$ cat src/rtl/packet_former_ctrl_if.sv
// packet_former_ctrl_if: arbiter grant, FIFO read ports and tx byte stream of the packet former
interface packet_former_ctrl_if;
  logic [1:0] rdy_cnl;
  logic [7:0] f1_dout;
  logic [7:0] f2_dout;
  logic [7:0] f3_dout;
  logic       f1_rd;
  logic       f2_rd;
  logic       f3_rd;
  logic [7:0] tx_data;
  logic       tx_valid;
  logic       tx_ready;
  logic       next;
  logic       busy;
  modport master (
    input  rdy_cnl, f1_dout, f2_dout, f3_dout, tx_ready,
    output f1_rd, f2_rd, f3_rd, tx_data, tx_valid, next, busy
  );
  modport slave (
    output rdy_cnl, f1_dout, f2_dout, f3_dout, tx_ready,
    input  f1_rd, f2_rd, f3_rd, tx_data, tx_valid, next, busy
  );
endinterface

$ cat src/rtl/packet_former_ctrl.sv
// packet_former_ctrl: frames the granted channel's FIFO bytes as SYNC, HDR, payload, CHK on a valid/ready stream
module packet_former_ctrl #(
  parameter int         PAYLOAD_LEN = 30,
  parameter int         GAP_CYC     = 2,
  parameter logic [7:0] SYNC_BYTE   = 8'hA5
) (
  input logic clk,
  input logic rst_n,
  packet_former_ctrl_if.master bus
);
  localparam int GW = $clog2(GAP_CYC + 1);
  typedef enum logic [2:0] {S_GAP, S_SYNC, S_HDR, S_PAY, S_CHK, S_DONE} state_t;
  state_t        state, state_nx;
  logic [GW-1:0] gap, gap_nx;
  logic [1:0]    ch, ch_nx;
  logic [5:0]    idx, idx_nx;
  logic [7:0]    chk, chk_nx;
  logic [7:0]    data, data_nx;
  logic          valid, valid_nx;
  logic          nxt, nxt_nx;
  logic [7:0]    pay;
  logic [2:0]    rd;
  logic          free;
  assign free = !valid || bus.tx_ready;
  assign pay  = ch == 2'd1 ? bus.f1_dout : ch == 2'd2 ? bus.f2_dout : ch == 2'd3 ? bus.f3_dout : 8'h00;
  assign bus.tx_data  = data;
  assign bus.tx_valid = valid;
  assign bus.next     = nxt;
  assign bus.busy     = state != S_GAP;
  assign bus.f1_rd    = rd[0];
  assign bus.f2_rd    = rd[1];
  assign bus.f3_rd    = rd[2];
  // next state and output slot: a byte is loaded only when the slot is free, a stalled byte holds
  always_comb begin
    state_nx = state;
    gap_nx   = gap;
    ch_nx    = ch;
    idx_nx   = idx;
    chk_nx   = chk;
    data_nx  = data;
    valid_nx = valid && !bus.tx_ready;
    nxt_nx   = 1'b0;
    rd       = 3'b000;
    case (state)
      S_GAP: begin
        gap_nx = gap + 1'b1;
        if (gap == GW'(GAP_CYC - 1)) begin
          gap_nx   = '0;
          ch_nx    = bus.rdy_cnl;
          state_nx = S_SYNC;
        end
      end
      S_SYNC: if (free) begin
        data_nx  = SYNC_BYTE;
        valid_nx = 1'b1;
        chk_nx   = 8'h00;
        state_nx = S_HDR;
      end
      S_HDR: if (free) begin
        data_nx  = {6'b0, ch};
        valid_nx = 1'b1;
        chk_nx   = {6'b0, ch};
        idx_nx   = '0;
        state_nx = S_PAY;
      end
      S_PAY: if (free) begin
        data_nx  = pay;
        valid_nx = 1'b1;
        chk_nx   = chk ^ pay;
        idx_nx   = idx + 1'b1;
        rd       = {ch == 2'd3, ch == 2'd2, ch == 2'd1};
        state_nx = idx == 6'(PAYLOAD_LEN - 1) ? S_CHK : S_PAY;
      end
      S_CHK: if (free) begin
        data_nx  = chk;
        valid_nx = 1'b1;
        state_nx = S_DONE;
      end
      S_DONE: if (valid && bus.tx_ready) begin
        nxt_nx   = 1'b1;
        state_nx = S_GAP;
      end
      default: state_nx = S_GAP;
    endcase
  end
  // state and datapath registers; reset abandons any frame in flight
  always_ff @(posedge clk or negedge rst_n) begin
    if (!rst_n) begin
      state <= S_GAP;
      gap   <= '0;
      ch    <= '0;
      idx   <= '0;
      chk   <= '0;
      data  <= '0;
      valid <= 1'b0;
      nxt   <= 1'b0;
    end else begin
      state <= state_nx;
      gap   <= gap_nx;
      ch    <= ch_nx;
      idx   <= idx_nx;
      chk   <= chk_nx;
      data  <= data_nx;
      valid <= valid_nx;
      nxt   <= nxt_nx;
    end
  end
endmodule

$ cat src/flat_wrapper.sv
// flat-port wrapper written by rule: the top's interface ports become plain ports
module packet_former_ctrl_flat 
#(
  parameter int         PAYLOAD_LEN = 30,
  parameter int         GAP_CYC     = 2,
  parameter logic [7:0] SYNC_BYTE   = 8'hA5
)
  (clk, rst_n, bus_rdy_cnl, bus_f1_dout, bus_f2_dout, bus_f3_dout, bus_tx_ready, bus_f1_rd, bus_f2_rd, bus_f3_rd, bus_tx_data, bus_tx_valid, bus_next, bus_busy);
  packet_former_ctrl_if bus_i ();
  input logic clk;
  input logic rst_n;
  input wire logic [$bits(bus_i.rdy_cnl)-1:0] bus_rdy_cnl;
  input wire logic [$bits(bus_i.f1_dout)-1:0] bus_f1_dout;
  input wire logic [$bits(bus_i.f2_dout)-1:0] bus_f2_dout;
  input wire logic [$bits(bus_i.f3_dout)-1:0] bus_f3_dout;
  input wire logic [$bits(bus_i.tx_ready)-1:0] bus_tx_ready;
  output wire logic [$bits(bus_i.f1_rd)-1:0] bus_f1_rd;
  output wire logic [$bits(bus_i.f2_rd)-1:0] bus_f2_rd;
  output wire logic [$bits(bus_i.f3_rd)-1:0] bus_f3_rd;
  output wire logic [$bits(bus_i.tx_data)-1:0] bus_tx_data;
  output wire logic [$bits(bus_i.tx_valid)-1:0] bus_tx_valid;
  output wire logic [$bits(bus_i.next)-1:0] bus_next;
  output wire logic [$bits(bus_i.busy)-1:0] bus_busy;
  assign bus_i.rdy_cnl = bus_rdy_cnl;
  assign bus_i.f1_dout = bus_f1_dout;
  assign bus_i.f2_dout = bus_f2_dout;
  assign bus_i.f3_dout = bus_f3_dout;
  assign bus_i.tx_ready = bus_tx_ready;
  assign bus_f1_rd = bus_i.f1_rd;
  assign bus_f2_rd = bus_i.f2_rd;
  assign bus_f3_rd = bus_i.f3_rd;
  assign bus_tx_data = bus_i.tx_data;
  assign bus_tx_valid = bus_i.tx_valid;
  assign bus_next = bus_i.next;
  assign bus_busy = bus_i.busy;
  packet_former_ctrl #(.PAYLOAD_LEN(PAYLOAD_LEN), .GAP_CYC(GAP_CYC), .SYNC_BYTE(SYNC_BYTE)) u_core (.clk(clk), .rst_n(rst_n), .bus(bus_i));
endmodule
$ cat config.mk
export PLATFORM = sky130hd
export DESIGN_NAME = packet_former_ctrl_flat
export DESIGN_NICKNAME = d
export VERILOG_FILES = /design/src/rtl/packet_former_ctrl_if.sv /design/src/rtl/packet_former_ctrl.sv /design/src/flat_wrapper.sv
export SDC_FILE = /design/constraint.sdc
export NUM_CORES = 1
export LEC_CHECK = 0
export ABC_AREA = 1
export ABC_CLOCK_PERIOD_IN_PS = 1930
export CELL_PAD_IN_SITES_DETAIL_PLACEMENT = 1
export CELL_PAD_IN_SITES_GLOBAL_PLACEMENT = 2
export CORE_MARGIN = 1
export CORE_UTILIZATION = 29
export DETAILED_ROUTE_END_ITERATION = 16
export GPL_ROUTABILITY_DRIVEN = 1
export HOLD_SLACK_MARGIN = 0.1
export PLACE_DENSITY_LB_ADDON = 0.1
export RECOVER_POWER = 100
export SYNTH_ARGS = -nofsm -noshare
export SYNTH_HDL_FRONTEND = slang
export SYNTH_SLANG_ARGS = --single-unit
$ cat constraint.sdc
create_clock -name clk -period 1.93 [get_ports clk]
set_input_delay 0.193 -clock clk [delete_from_list [all_inputs] [get_ports clk]]
set_output_delay 0.193 -clock clk [all_outputs]
set_load 0.005 [all_outputs]
* Yosys cells after proc, flatten, opt, wreduce, memory -nomap -nowiden
Cells that the tools add are included.
Word-level totals: input port bits 29, output and inout port bits 14, word-level logic and storage cells 72, flip-flop bits (word level) 31
Operators by class: reduce and logical (&&, ||, !) cells 16, add/sub/neg operators 2, multiplexer cells 29, eq/ne operators 16, bitwise operators 1
Operator list (count):
- 8-bit 2-to-1 mux | 9
- 8-bit case mux with 4 select lines | 1
- 3-bit 2-to-1 mux | 9
- 8-bit case mux with 3 select lines | 1
- 3-bit case mux with 6 select lines | 1
- 6-bit 2-to-1 mux | 2
- 2-bit by 1-bit != test with 1-bit output (second input constant) | 6
- 6-bit case mux with 2 select lines | 1
- 8-bit bitwise XOR | 1
- 6-bit by 1-bit adder with 6-bit output (second input constant) | 1
- 3-bit by 2-bit equality test with 1-bit output (second input constant) | 2
- 3-bit equality test (second input constant) | 2
- 6-bit by 5-bit equality test with 1-bit output (second input constant) | 1
- 6-bit AND reduction | 1
- 3-bit nonzero test | 2
- 5-bit AND reduction | 1
- 2-bit by 1-bit equality test with 1-bit output (second input constant) | 2
- 2-bit equality test (second input constant) | 2
- 1-bit 2-to-1 mux | 4
- 4-bit AND reduction | 1
- 4-bit nonzero test | 1
- 4-bit OR reduction | 1
- 3-bit by 1-bit equality test with 1-bit output (second input constant) | 1
- 3-bit logical NOT | 1
- other kinds (8) | 10

* Longest topological paths before layout
Gate-level depths: netlist (run 1).
depth in word-level cells 7, mapped depth 8, depth with buffers taken out 8

* Worst setup path after synthesis (run 1)
No wires, ideal clock.
path kind register to output, start reg u_core.state[1], end out bus_f2_rd, setup slack 684 ps, arrival time 1053 ps, path buffers 1, stages on the path, launching flop included 6, required time 1737 ps, path through dfrtp_1 nand2_1 nor2_1 buf_4 nand2_2 nor3_1
On the way: cells in the longest elaborated chain, start to end 2
RTL lines:
- start: declaration | RTL line packet_former_ctrl.sv:13 | state_t state, state_nx;
- start signal: assignment | RTL line packet_former_ctrl.sv:98 | state <= state_nx;
- 3-bit by 2-bit equality test with 1-bit output | RTL line packet_former_ctrl.sv:44 | case (state)
- 3-bit 2-to-1 mux | RTL line packet_former_ctrl.sv:44
- end: declaration | RTL line flat_wrapper.sv:18 | output wire logic [$bits(bus_i.f2_rd)-1:0] bus_f2_rd;
No other way between the ends.

* Final worst setup path (run 1)
start reg u_core.state[1], end out bus_busy
On the way: cells in the longest elaborated chain, start to end 1
RTL lines:
- 3-bit nonzero test | RTL line packet_former_ctrl.sv:29 | assign bus.busy = state != S_GAP;
- end: declaration | RTL line flat_wrapper.sv:23 | output wire logic [$bits(bus_i.busy)-1:0] bus_busy;
No other way between the ends.

==> results of run 1 <==
through the flow:
| step | setup slack [ns] | instance area [um^2] | util (%) |
|---|---|---|---|
| 2_1_floorplan | 0.6836 | 1871 | - |
| 3_3_place_gp | 0.1349 | 2400 | 39.60 |
| 3_5_place_dp | 0.1279 | 2400 | 39.60 |
| 4_1_cts | 0.006572 | 2521 | 41.60 |
| 5_1_grt | 0.01969 | 2525 | 41.66 |
| 6_report | 0.09295 | 2525 | 41.66 |
cell usage after synthesis, types with 2 or more instances:
library cell                n  area, um^2
sky130_fd_sc_hd__nand3_1   22       110.1
sky130_fd_sc_hd__ha_1       2       25.02
sky130_fd_sc_hd__nand2_2    4       25.02
sky130_fd_sc_hd__nor3_1     3       15.01
sky130_fd_sc_hd__a21boi_1   2       15.01
sky130_fd_sc_hd__nor2_4     2       22.52
sky130_fd_sc_hd__inv_1     25       93.84
sky130_fd_sc_hd__o21ai_0    8       40.04
sky130_fd_sc_hd__nor2_1    27       101.4
sky130_fd_sc_hd__dfrtp_1   31       775.7
sky130_fd_sc_hd__a21oi_1   13       65.06
sky130_fd_sc_hd__nand3_2    8       80.08
sky130_fd_sc_hd__o21ai_1    3       15.01
sky130_fd_sc_hd__buf_6      2       22.52
sky130_fd_sc_hd__inv_2      6       22.52
sky130_fd_sc_hd__nand2_1   91       341.6
sky130_fd_sc_hd__nand4_1    4       25.02
cell families after synthesis:
family	synth area share, %
XOR/XNOR	0.9366
AND/OR/NAND/NOR	40.13
adder cells (fa/ha/maj)	1.338
AO/OA/AOI/OAI	8.294
flip-flops	41.47
buffers and inverters	7.826
power by group through the flow:
stage,clock (mW),combinational [mW],sequential (mW)
6_report,0.659,1.80,1.09
5_1_grt,0.706,2.06,1.13
4_1_cts,0.685,1.86,1.10
3_5_place_dp,0,1.84,1.11
3_3_place_gp,0,1.80,1.10
2_1_floorplan,0,1.20,1.07
timing repair:
item,4_1_cts,5_1_grt
buffers inserted,0,2
gates resized for setup,2,2
endpoints found under the setup margin,3,2
registers in the layout (all words and copies together) (netlist names):
name                 flops
u_core.bus.tx_data       8
u_core.chk               8
u_core.bus.next          1
u_core.state             3
u_core.bus.tx_valid      1
u_core.gap               2
u_core.idx               6
u_core.ch                2
worst max path at each step:
stage	start	end	cells after the start
2_1_floorplan	u_core.state[1]	bus_f2_rd	5
3_3_place_gp	bus_tx_ready	bus_f2_rd	6
3_5_place_dp	bus_tx_ready	bus_f2_rd	6
4_1_cts	u_core.state[1]	bus_f2_rd	5
5_1_grt	u_core.state[1]	u_core.bus.tx_data[3]	8
6_report	u_core.state[1]	bus_busy	4
worst min-delay path: cells and delay by family (launching register included):
kind / cells / cell delay [ns]
DFF: 1 / 0.34
and+or+nand+nor: 2 / 0.10
layer usage:
metal / share of wire [%] / vias to the layer above / global-route usage [%] / wire [um]
met5: 0 / - / 0 / 0
met4: 1.3 / 0 / 4.912 / 66
met3: 3.4 / 5 / 2.637 / 178
met2: 44 / 42 / 27.11 / 2282
met1: 51 / 842 / 24.73 / 2671
li1: - / 948 / - / -
cell type report:
type | instances | area [um^2] | area share (%)
Tap cell | 75 | 93.84 | 3.717
Sequential cell | 31 | 778.2 | 30.82
Inverter | 31 | 116.4 | 4.609
Clock buffer | 6 | 82.58 | 3.271
Multi-Input combinational cell | 198 | 940.9 | 37.26
Timing Repair Buffer | 50 | 478.0 | 18.93
Clock inverter | 2 | 35.03 | 1.388
==> summary by stage, run 1 <==
STA
The slew at the pin with the worst max-slew slack is 0.8155 ns. Setup repair after global routing left no endpoint under its margin. The final critical path takes up 95.18% of the cycle. The tightest hold margin is 0.4801 ns. Adding up every negative setup slack in the final design gives 0 ns. Setup violations remaining at the end of the flow were counted as 0. For this run, the top clock speed supported by timing is 544.4 MHz. Clock skew on the completed layout was measured at 0.006441 ns. The final number of max-transition violations is 0. Measured against its own limit, the worst slew margin works out to 45.64%. The total count of hold-check failures in the final report was 0.

The final critical delay including setup and external delays is 1.837 ns.

Place
The number of cells after detailed placement is 383. Input and output buffers added on the ports amount to 42. Routability-driven placement finished with a final weighted congestion of 0.7142. The half-perimeter wire length after placement is 4227 um.

Power and ir drop
The switching share of power is 43.40%. The logic gate share of total power is 50.7%. The internal power is 2.009 mW. Of the total power, registers draw 30.8%. The leakage dissipation is 1.295 nW.

For this design the ratio of total power to cell area is 1406 nW/um^2. The maximum vdd drop is 531.9 uV. The power dissipated by switching net loads is 1.541 mW. The clock network accounts for 18.6% of the total power. The final total power is 3.549 mW.

Clock network
CTS built an H-tree with a depth of 2. The number of buffers inserted by hold repair at cts is 0. Clock-pin slew was measured on the worst setup and hold paths at 0.07 ns. The clock net in this run drives a total of 31 sinks. The library cell used as clock root buffer is sky130_fd_sc_hd__clkbuf_8. The number of buffers inserted during clock tree synthesis is 5.

The clock tree buffer depth is 2. The CTS tree is yes. The insertion delay to the later sink of the worst-skew pair is 0.28 ns.

Worst hold path
The worst hold path startpoint is u_core.bus.tx_data[1]. The hold path endpoint is u_core.bus.tx_data[1]. The tightest min-delay check is of the reg -> reg type. The worst hold path was traced through 2 stages.

Synth
Counting flops with an async set or reset pin after synthesis yields a share of 100.0%. The number of unique standard cell types used by synthesis is 27. The sequential fraction of the synthesis area is 41.47%. The number of warning messages in the yosys log is 0. The number of flops mapped to enable cells by yosys is 0. The summed instance area of the synthesized netlist is 1871 um^2. The average footprint of a synthesized cell is 7.112 um^2. The commonest register cell after synthesis is sky130_fd_sc_hd__dfrtp_1.

The cell count after synthesis is 263. Counting flops and latches in the post-synthesis netlist gives 31. The post-synthesis net count is 294.

Global routing
Entering global routing, the biggest net connects 32 pins. The total routing usage reported by global routing is 17.38%. The number of antenna violations at the first check in global routing is 0. The total overflow left after global routing is 0. The first global-routing pass estimated 8673 um of wire.

The via count of the first global-routing pass is 1811.

Detailed routing
The count of nets left with antenna violations after detail routing is 0. For this run, the detailed router's first-pass iteration total came to 4. Wires add up to 5197 um. In the routed design, unresolved DRC markers number 0. The total number of vias is 1837.

In the final routed layout, each cell accounts on average for 13.22 um. The iteration-0 DRC count of the detailed router is 55. Using the TritonRoute via totals, the vias-per-cell ratio works out to 4.674.

Setup path
The type of the worst setup path is reg -> out. The kind of end point of the critical path is an output port. STA puts the critical path data required time at 1.74 ns. STA classifies the critical path startpoint as a register. For this run, the slowest stage of the critical path takes 0.46 ns. The cell type of the slowest stage on the worst timing path is sky130_fd_sc_hd__clkdlybuf4s50_1. The worst-case register-to-register setup slack is 0.18 ns. The number of cells on the worst reg-to-reg path is 8. Walking the worst path, the cells encountered are clkbuf_4, nor2_1, nand2_4, clkdlybuf4s50_1. Among cell families on the critical path, the largest total delay comes from buffers and inverters. The sum of buffers and inverters on the critical path is 2. The signal arrival time at the worst endpoint is 1.64 ns.

In this run the worst path has a maximum fanout of 6. In this run the critical register-to-register path is launched from u_core.state[1]. In this run the critical register-to-register path is captured at u_core.bus.tx_data[3].

Floorplan
The placeable core region is 6061 um^2. The die width is 82.31 um. The number of placed I/O pins is 43.

The floorplan die height is 82.31 um. The initial core utilization is 30.86%. Row generation in the floorplan step produced 28 rows. The die covers 6775 um^2.

Final layout
The layout has 776 filler cells. Excluding fillers, the count of instances in the completed layout stands at 393. The library cell used most frequently in the layout, excluding fill and tap cells, is sky130_fd_sc_hd__nand2_1. Of the cells placed in the final design, the portion with a size suffix greater than 1 is 11.01%. The net count of the finished layout is 348. Compared with the post-synthesis result, the final layout area differs by 34.98%.

The repair_antennas step left the layout with diodes totalling 0. The library cells used most frequently in the layout, excluding fill and tap cells, are sky130_fd_sc_hd__nand2_1, sky130_fd_sc_hd__clkdlybuf4s50_1, sky130_fd_sc_hd__dfrtp_1.

Run
Across the run, the number of max-cap violations was 0.

Status
The run finished with clean final reports.
Power figures use the tool's default switching activity.
==> run 2, diff against run 1 <==
--- a/config.mk
+++ b/config.mk
@@ -5,12 +5,11 @@
 export SDC_FILE = /design/constraint.sdc
 export NUM_CORES = 1
 export LEC_CHECK = 0
-export ABC_AREA = 1
 export ABC_CLOCK_PERIOD_IN_PS = 1930
 export CELL_PAD_IN_SITES_DETAIL_PLACEMENT = 1
 export CELL_PAD_IN_SITES_GLOBAL_PLACEMENT = 2
 export CORE_MARGIN = 1
-export CORE_UTILIZATION = 29
+export CORE_UTILIZATION = 31
 export DETAILED_ROUTE_END_ITERATION = 16
 export GPL_ROUTABILITY_DRIVEN = 1
 export HOLD_SLACK_MARGIN = 0.1
==> summary by stage, run 2 <==
Status
The flow ran to the end, and the final reports show no timing, DRC or antenna violations.

Floorplan
The die width is 77.63 um (-5.7%). The standard-cell row count is 27 (-3.6%). The number of placed I/O pins is 43 (unchanged). The floorplan die area is 6026 um^2 (-11%). The placeable core region is 5507 um^2 (-9.1%).

The initial core utilization is 32.20% (+1.3 points). The floorplan die height came to 77.63 um (-5.7%).

Run
The max-capacitance violation count was 0 (unchanged).

Synth
The synthesized flop and latch total is 31 (unchanged). The simple-gate share of the synthesized area is 20.68% (-19 points). The commonest register cell after synthesis is sky130_fd_sc_hd__dfrtp_1.

The number of warning messages in the yosys log came to 0 (unchanged). The post-synthesis adder-cell area fraction is 1.411% (+0.074 points). The share of the synthesized area in compound gates (AO/OA/AOI/OAI) was 21.10% (+13 points). The sequential fraction of the synthesis area is 43.75% (+2.3 points). The number of unique standard cell types used by synthesis is 40 (+48%). The post-synthesis net count is 227 (-23%). The number of flops mapped to enable cells by yosys is 0 (unchanged). The summed instance area of the synthesized netlist is 1773 um^2 (-5.2%). The share of Yosys cell area claimed by the top area cell type came to 43.75% (+2.3 points). The average footprint of a synthesized cell is 9.046 um^2 (+27%). The combinational family with the most area after synthesis is compound AO/OA/AOI/OAI gates. The cell count after synthesis is 196 (-25%). The proportion of register bits with asynchronous set or reset after synthesis came to 100.0% (unchanged). Yosys instantiated no cell more often than sky130_fd_sc_hd__dfrtp_1.

By area the synthesized netlist is led by sky130_fd_sc_hd__dfrtp_1, sky130_fd_sc_hd__o21ai_0, sky130_fd_sc_hd__mux2_2. The commonest cells after synthesis are sky130_fd_sc_hd__dfrtp_1, sky130_fd_sc_hd__o21ai_0, sky130_fd_sc_hd__nand2_1, sky130_fd_sc_hd__nor2_1, sky130_fd_sc_hd__a21oi_1. The mux share of post-synthesis cell area is 7.975% (+8.0 points).

The post-synthesis xor/xnor area fraction is 0.4940% (-0.44 points). Summed over all instances, the cell type with the most area after synthesis is sky130_fd_sc_hd__dfrtp_1.

Power and ir drop
The power dissipated by switching net loads was 1.398 mW (-9.2%). The internal power is 2.161 mW (+7.6%). The maximum vdd drop is 483.4 uV (-9.1%).

The share of total power in sequential cells is 33.1% (+2.3 points). The leakage dissipation is 1.065 nW (-18%). The total power divided by cell area is 1431 nW/um^2 (+1.8%). The logic gate share of total power was 47.9% (-2.8 points). The switching share of power is 39.29% (-4.1 points). The clock network fraction of total power is 19.0% (+0.4 points).

Setup path
The element type at the critical path start is a register. The data required time at the worst endpoint was 1.74 ns (about the same). The kind of end point of the critical path is an output port. The type of the worst setup path is reg -> out. The maximum fanout along the worst path is 4 (-2). The signal arrival time at the worst endpoint is 1.66 ns (+0.02 ns).

Place
The half-perimeter wire length after placement is 4116 um (-2.6%). The placed instance area was 2356 um^2 (-1.8%). The number of input and output port buffers inserted is 42 (unchanged). The placer's final routability congestion estimate is 0.7471 (+4.6%).

Global routing
The global-route wire length before repair was 9294 um (+7.2%). The total routing usage reported by global routing is 19.83% (+2.4 points). The residual overflow from global routing is 0 (unchanged).

The largest net degree at the start of global routing is 32 (unchanged). The number of antenna violations at the first check in global routing is 0 (unchanged). The via count of the first global-routing pass is 1845 (+1.9%).

Clock network
Clock tree synthesis selected as its root buffer the cell sky130_fd_sc_hd__clkbuf_8. The number of buffers inserted during clock tree synthesis is 5 (unchanged). The deepest level of the CTS H-tree was 2 (unchanged). TritonCTS built the clock tree. The insertion delay to the later sink of the worst-skew pair is 0.29 ns (about the same). The clock tree buffer depth is 2 (unchanged). The clock-pin slew reported for the worst setup and hold paths after clock tree synthesis was 0.07 ns (about the same). The number of buffers inserted by hold repair at cts is 0 (unchanged).

The total number of clock tree sinks was 31 (unchanged).

Detailed routing
The detailed-route DRC error count is 0 (unchanged). The final wirelength was 5391 um (+3.7%). The average routed wire per standard cell is 16.64 um (+26%). The average via count per standard cell is 5.225 (+12%).

The total number of vias is 1693 (-7.8%). The iteration-0 DRC count of the detailed router is 28 (-49%). The count of nets left with antenna violations after detail routing is 0 (unchanged). The first-pass iteration count of the detailed router is 4 (unchanged).

STA
The total count of hold-check failures in the final report came to 0 (unchanged). The slew at the pin with the worst max-slew slack is 0.8227 ns (+0.007236 ns). The final critical delay including setup and external delays is 1.853 ns (+0.01618 ns).

The count of final setup violators is 0 (unchanged). The tightest hold margin is 0.4941 ns (+0.01396 ns). The clock skew was 0.01077 ns (+0.004324 ns). The final number of max-transition violations came to 0 (unchanged). The fmax is 539.6 MHz (-0.87%). The post-route clock period utilization is 96.02% (+0.84 points). The worst slew slack as a fraction of its limit is 45.15% (-0.48 points). The total negative setup slack is 0 ns (unchanged). Setup repair after global routing left no endpoint under its margin.

Final layout
Compared with the post-synthesis result, the final layout area differs by 40.30%. The final antenna diode count came to 0 (unchanged). The final standard cell area without fillers is 2487 um^2 (-1.5%). The share of post-route cells with drive strength above 1 is 15.48% (+4.5 points). Leaving out fill and tap cells, the most frequent cell in the layout is sky130_fd_sc_hd__dfrtp_1. The net count of the finished layout came to 282 (-19%).

The library cells used most frequently in the layout, excluding fill and tap cells, are sky130_fd_sc_hd__dfrtp_1, sky130_fd_sc_hd__clkdlybuf4s50_1, sky130_fd_sc_hd__o21ai_0.

Worst hold path
The worst hold path belongs to the class reg -> reg.
-- run 2: cell count changes after synthesis, moves of 12 or more --
cell	previous run	this run
sky130_fd_sc_hd__inv_1	25	6
sky130_fd_sc_hd__nand2_1	91	15
sky130_fd_sc_hd__nand3_1	22	5
sky130_fd_sc_hd__nor2_1	27	15
sky130_fd_sc_hd__o21ai_0	8	21
-- run 2: cell families after synthesis --
group / after synthesis
compound gates: 59
xor+xnor: 1
fa+ha+maj: 2
buf+inv: 20
flops: 31
mux: 13
simple gates: 70
-- run 2: stage by stage --
step	setup WS (ns)	util [%]	total power, mW	std cells
after detailed placement	0.06083	42.79	2.924	314
after CTS	0.06126	45.29	3.641	324
after global routing	0.02650	45.17	3.842	324
after floorplan	0.3345	-	2.168	196
final	0.07677	45.17	3.559	324
after global placement	0.06709	42.79	2.842	314
-- run 2: timing repair --
action / CTS / global route
gates resized for setup: 5 / 1
buffers inserted: 2 / 0
setup endpoints to repair: 4 / 1
-- run 2: worst paths after layout --
kind	start	to	slack (ns)	depth (start not counted)
max in group asynchronous	rst_n	u_core.ch[1]	0.83	2
min reg2reg	u_core.gap[0]	u_core.gap[0]	0.49	1
max	u_core.state[2]	bus_f3_rd	0.08	3
min	u_core.gap[0]	u_core.gap[0]	0.49	1
min in group asynchronous	rst_n	u_core.bus.tx_data[6]	0.52	2
max reg2reg	u_core.state[2]	u_core.chk[0]	0.19	6
-- run 2: metal layers --
metal,up-vias,global-route usage [%],wire length [um]
met5,-,0,0
met4,0,6.604,93
met3,10,5.059,206
met2,34,33.98,2586
met1,824,24.06,2506
li1,825,-,-
-- run 2: layout make-up --
cell class                 instances  area, um^2
fill                             639        3019
multi-input combinational        145       924.6
sequential                        31       777.0
timing repair buffer              61       551.8
tap                               72       90.09
clock buffer                       6       82.58
clock inverter                     2       35.03
inverter                           7       26.28
-- run 2: worst max-delay path, cell delays in order (launching register included) --
cell and delay (ns):
sky130_fd_sc_hd__dfrtp_1 0.39, sky130_fd_sc_hd__and3b_2 0.28, sky130_fd_sc_hd__and4_1 0.19, sky130_fd_sc_hd__clkdlybuf4s50_1 0.52
-- run 2: power by group through the flow --
| stage | sequential (mW) | combinational, mW | clock [mW] |
|---|---|---|---|
| 6_report | 1.18 | 1.70 | 0.676 |
| 3_5_place_dp | 1.19 | 1.73 | 0 |
| 3_3_place_gp | 1.17 | 1.67 | 0 |
| 4_1_cts | 1.18 | 1.76 | 0.695 |
| 2_1_floorplan | 1.07 | 1.09 | 0 |
| 5_1_grt | 1.23 | 1.89 | 0.723 |
